$ cat src/rtl/up_down_mod_counter.sv
// Modulo-(MAX_VAL+1) up/down counter with parallel load, wrap or saturate at the
// limits, a one-cycle limit pulse (wrap) and a sticky limit flag (ovf).
module up_down_mod_counter #(
    parameter int          WIDTH    = 4,
    parameter int unsigned MAX_VAL  = 9,
    parameter bit          SATURATE = 1'b0
) (
    input  logic             clk,
    input  logic             reset,
    input  logic             en,
    input  logic             up,
    input  logic             load,
    input  logic [WIDTH-1:0] load_val,
    input  logic             clear_ovf,
    output logic [WIDTH-1:0] q,
    output logic             tc,
    output logic             wrap,
    output logic             ovf
);

    localparam logic [WIDTH-1:0] MAXV = MAX_VAL[WIDTH-1:0];

    logic             at_lim;
    logic             limit;
    logic [WIDTH-1:0] q_nxt;

    assign at_lim = up ? (q == MAXV) : (q == '0);
    // tc looks only at count state and enable; load does not mask it
    assign tc     = en & at_lim;
    assign limit  = en & ~load & at_lim;

    always_comb begin
        q_nxt = q;
        if (load) begin
            q_nxt = (load_val > MAXV) ? MAXV : load_val;
        end else if (en) begin
            if (at_lim) begin
                if (!SATURATE) q_nxt = up ? '0 : MAXV;
            end else begin
                // at_lim excludes the limits, so +/-1 stays inside 0..MAX_VAL
                q_nxt = up ? q + 1'b1 : q - 1'b1;
            end
        end
    end

    always_ff @(posedge clk) begin
        if (reset) begin
            q    <= '0;
            wrap <= 1'b0;
            ovf  <= 1'b0;
        end else begin
            q    <= q_nxt;
            wrap <= limit;
            // a limit event on the same edge as clear_ovf keeps the flag set
            ovf  <= limit | (ovf & ~clear_ovf);
        end
    end

endmodule
$ cat config.mk
export PLATFORM = sky130hd
export DESIGN_NAME = up_down_mod_counter
export DESIGN_NICKNAME = d
export VERILOG_FILES = /design/src/rtl/up_down_mod_counter.sv
export SDC_FILE = /design/constraint.sdc
export NUM_CORES = 1
export LEC_CHECK = 0
export BUFFER_PORTS_ARGS = -buffer_cell sky130_fd_sc_hd__buf_2
export CAP_MARGIN = 20
export CORE_AREA = 5 5 42 44
export DETAILED_ROUTE_END_ITERATION = 16
export DIE_AREA = 0 0 47 49
export PLACE_DENSITY_LB_ADDON = 0.12
export SYNTH_ARGS = -nofsm -noshare
export SYNTH_HDL_FRONTEND = slang
export SYNTH_SLANG_ARGS = --single-unit
$ cat constraint.sdc
create_clock -name clk -period 3.4 [get_ports clk]
set_clock_uncertainty 0.1 [all_clocks]
set_input_delay 0.17 -clock clk [delete_from_list [all_inputs] [get_ports clk]]
set_output_delay 0.17 -clock clk [all_outputs]
set_load 0.05 [all_outputs]
# ---- Word-level counts from Yosys, hierarchy flattened
# Cells that the tools add are included.
dict set report op_classes {
  magnitude_cmp 1
  muxes 7
  bitwise_logic 7
  n_addsub 2
  n_eq_ne 1
  n_reduce_logical 2
}
# cell count
set op_table {}
lappend op_table {{$mux 4} 6}
lappend op_table {{$add 4x1->4 const B} 1}
lappend op_table {{$and 1x1->1} 4}
lappend op_table {{$eq 4x4->1 const B} 1}
lappend op_table {{$gt 4x4->1 const B} 1}
lappend op_table {{$logic_not 4->1} 1}
lappend op_table {{$sub 4x1->4 const B} 1}
lappend op_table {{$not 1->1} 2}
lappend op_table {{$reduce_bool 2->1} 1}
lappend op_table {{$mux 1} 1}
lappend op_table {{$or 1x1->1} 1}
dict set report word_totals {
  out_inout_bits 7
  register_bits 6
  in_bits 10
}

# ---- Longest topological paths before layout
dict set report logic_depth {
  ltp_word 5
  ltp_mapped 7
  ltp_nobuf 7
}

# ---- Worst setup path after synthesis
# Ideal clock, no wire load.
dict set report synth_path {
  path_type {register to output}
  start {register q[0]}
  end {output tc}
  t_arrival_ns 1.774
  slack_ns 1.356
  stages_incl_launch_ff 4
  t_required_ns 3.130
  cell_sequence {dfxtp_1 and3_4 o21ai_2 nor2_1}
}
dict set report synth_via {
  elab_chain_len 3
  elab_cells_between_ends 4
  cone_classes {1 x eq/ne; 1 x mux; 1 x bitwise; 1 x reduce/logical}
}
# element line
set synth_lines {}
lappend synth_lines {{start: declaration} 15} ;# output logic [WIDTH-1:0] q,
lappend synth_lines {{start signal: assignment} 52} ;# q <= q_nxt;
lappend synth_lines {{$eq 4x4->1 / $logic_not 4->1 (equally long branches)} 27} ;# assign at_lim = up ? (q == MAXV) : (q == '0);
lappend synth_lines {{$mux 1 *} 27}
lappend synth_lines {{$and 1x1->1 *} 29} ;# assign tc = en & at_lim;
lappend synth_lines {{end: declaration} 16} ;# output logic tc,
# Mark *: on every way between the ends. The rest lies on a longest branch, timed or not.

# ---- Worst setup path in the final report
# Same ends and word-level chain as after synthesis.

==> flow_metrics.py <==
metrics = {
    "clock_tree": {
        "cts_htree_levels": 1,
        "cts.clk_slew.worst_paths_ps": 40,
        "clock-sinks": 6,
        "root_buffer": "clkbuf_4",
        "cts_resized": 0,
        "numCtsBuffers": 3,
        "clk_latency_ps": 230,
        "tritoncts": "yes",
        "cts_max_path_buffers": 2,
        "post-cts-setup-buffers": 0,
        "ctsHoldBuffers": 0,
    },
    "final_layout": {
        "fin_nets": 88,
        "areaGrowthSynthToFinish_pct": 23.5,
        "finalNonFillerCells": 89,
        "final_area_um2": 546,
        "drive_above_1_share": 0.301,
        "n_antenna_cell": 0,
    },
    "power_and_ir_drop": {
        "power_leakage_nw": 0.281,
        "power_density_nw_per_um2": 397,
        "vdd_drop_max_mv": 0.200,
        "finalPower_uw": 216,
    },
    "setup_path": {
        "crit_fanout": 8,
        "required_ps": 3130,
        "timing.rr.end": "q[3]",
        "rrSetupSlack_ps": 1710,
        "startpoint_type": "flip-flop",
        "reg2reg_from": "q[1]",
        "reg2reg_depth": 6,
        "setup.worst_path.class": "flip-flop to output port",
        "worstSetupEndpointType": "output port",
        "arrival_ps": 1430,
    },
    "drt": {
        "route.detailed.drc": 0,
        "ant_nets": 0,
        "drt-pass1-iter-count": 4,
        "routed_via_density": 4.78,
        "avgRoutedWirePerCell_um": 10.6,
        "wl_um": 944,
        "dr.first_iter.drc_count": 6,
        "vias": 425,
    },
    "timing": {
        "grt_setup_unrepaired": "no",
        "worst_pin_slew_ps": 329,
        "relSlewSlack": 0.780,
        "final-hold-violation-count": 0,
        "setup_viol": 0,
        "min_period_ps": 1700,
        "maxSlewViolCount": 0,
        "fin_crit_sh": 0.501,
        "max_clock_freq_mhz": 588,
        "finalSetupTns_ps": 0,
    },
    "yosys": {
        "synth-seq-cells": 6,
        "ys_seq_area_frac": 0.272,
        "synth_top_family_by_area": "simple AND/OR/NAND/NOR gates",
        "ys_types": 23,
        "yosys_warnings": 0,
        "syn_nets": 69,
        "synthMuxAreaShare": 0.0227,
        "synth_compound_gate_area_share": 0.201,
        "syn_area_um2": 442,
        "synth_fa_ha_area_frac": 0.102,
        "synth_area_per_cell_um2": 7.89,
        "synth-xor-area-share": 0.0397,
        "synth-simple-area-share": 0.295,
        "synthCells": 56,
    },
    "global_routing": {
        "grt_use_total": 0.0958,
        "grt_pass1_wl_um": 1670,
        "grt_pass1_vias": 396,
        "antenna_found_initial": 0,
        "overflow": 0,
        "grt_max_degree": 11,
    },
    "floorplan": {
        "start_util": 0.315,
        "die_x_um": 47,
        "die_h_um": 49,
        "dieArea_um2": 2300,
        "core_um2": 1400,
        "placementRows": 14,
        "io_pins": 17,
    },
    "place": {
        "hpwl_um": 760,
        "numPlacedInstances": 86,
        "routabilityCongestion": 0.736,
        "postPlaceCellArea_um2": 523,
        "io_buffers": 16,
    },
    "min_path": {
        "worstHoldEndpoint": "q[2]",
        "hp-class": "input pin to flip-flop",
        "whs_path_depth": 2,
        "hold_start": "reset",
    },
    "run": {
        "maxCapViolations": 0,
    },
    "status": {
        "status": "complete, no violations",
    },
}
[worst max-delay path, cell delays in order (launching register included)]
cell and delay (ps):
dfxtp_1 510, and3_4 250, o21ai_2 90, nor2_1 100
buf_2 260
[synthesized netlist by cell type (all sizes together)]
library cell / instances / area [um^2]
nor2: 9 / 33.8
nand2b: 2 / 12.5
o21a: 1 / 7.51
fa: 1 / 20.0
inv: 3 / 11.3
nor3: 3 / 15.0
and3: 1 / 11.3
nor4: 1 / 6.26
nand3b: 3 / 22.5
dfxtp: 6 / 120
nand3: 2 / 10.0
a21o: 4 / 30.0
a311oi: 1 / 8.76
xor2: 2 / 17.5
a21oi: 5 / 28.8
buf: 2 / 18.8
nand2: 5 / 18.8
ha: 2 / 25.0
mux2i: 1 / 10.0
o21ai: 2 / 13.8
[registers in the layout (all words and copies together), names as in the netlist]
register  flops
ovf           1
q             4
wrap          1
[layout by cell type, fill, tap and decap left out]
cell type,synthesis,routed
a311oi_1,1,1
xor2_1,2,2
nand3b_1,3,3
nor4_1,1,1
nor3_1,3,3
buf_2,0,16
a21oi_1,4,4
mux2i_1,1,1
o21ai_2,1,1
nand3_1,2,2
dfxtp_1,6,6
inv_1,3,3
fa_1,1,1
o21ai_0,1,1
and3_4,1,1
ha_1,2,2
o21a_1,1,1
nand2_1,5,5
nand2b_1,2,2
nor2_1,9,9
a21o_1,4,4
a21oi_2,1,1
clkbuf_4,0,3
[worst max-delay path by stage]
stage	start	slack (ps)	to
2_1_floorplan	q[0]	1360	tc
3_3_place_gp	up	1700	q[3]
3_5_place_dp	up	1650	q[3]
4_1_cts	q[0]	1670	tc
5_1_grt	q[1]	1520	q[3]
6_report	q[0]	1700	tc
[layer usage]
metal,wire [um],part of all wire,GRT usage
met1,422,0.45,0.119
met2,443,0.47,0.149
met3,64,0.068,0.0258
met4,13,0.014,0.0415
met5,0,0,0
[per-stage QoR]
step                      hold slack, ps  setup slack (ps)  utilization
after floorplan                      139              1360            -
after global placement               326              1700        0.373
after detailed placement             328              1650        0.373
after CTS                           75.0              1670        0.389
after global routing                79.1              1520        0.389
final                               80.2              1700        0.389
[where the power goes]
group | internal [mW] | leakage, nW | switching, mW
Sequential | 0.0751 | 0.0493 | 0.00746
Clock | 0.0398 | 0.0138 | 0.0231
Combinational | 0.0262 | 0.218 | 0.0448
Total | 0.141 | 0.281 | 0.0753
[final cells by class]
type                            count  area, um^2
Fill cell                         161         856
Multi-Input combinational cell     45         292
Sequential cell                     6         120
Timing Repair Buffer               16        80.1
Clock buffer                        3        22.5
Tap cell                           16        20.0
Inverter                            3        11.3
[logic make-up (layout without fill, tap and decap cells)]
kind of cell               count (synthesis)  in the layout
and+or+nand+nor                           26             26
adders and majority gates                  3              3
xor gates and xnor gates                   2              2
muxes                                      1              1
AOI/OAI and AO/OA                         13             13
DFF                                        6              6
buffers and inverters                      5             22
Power figures use the tool's default switching activity.
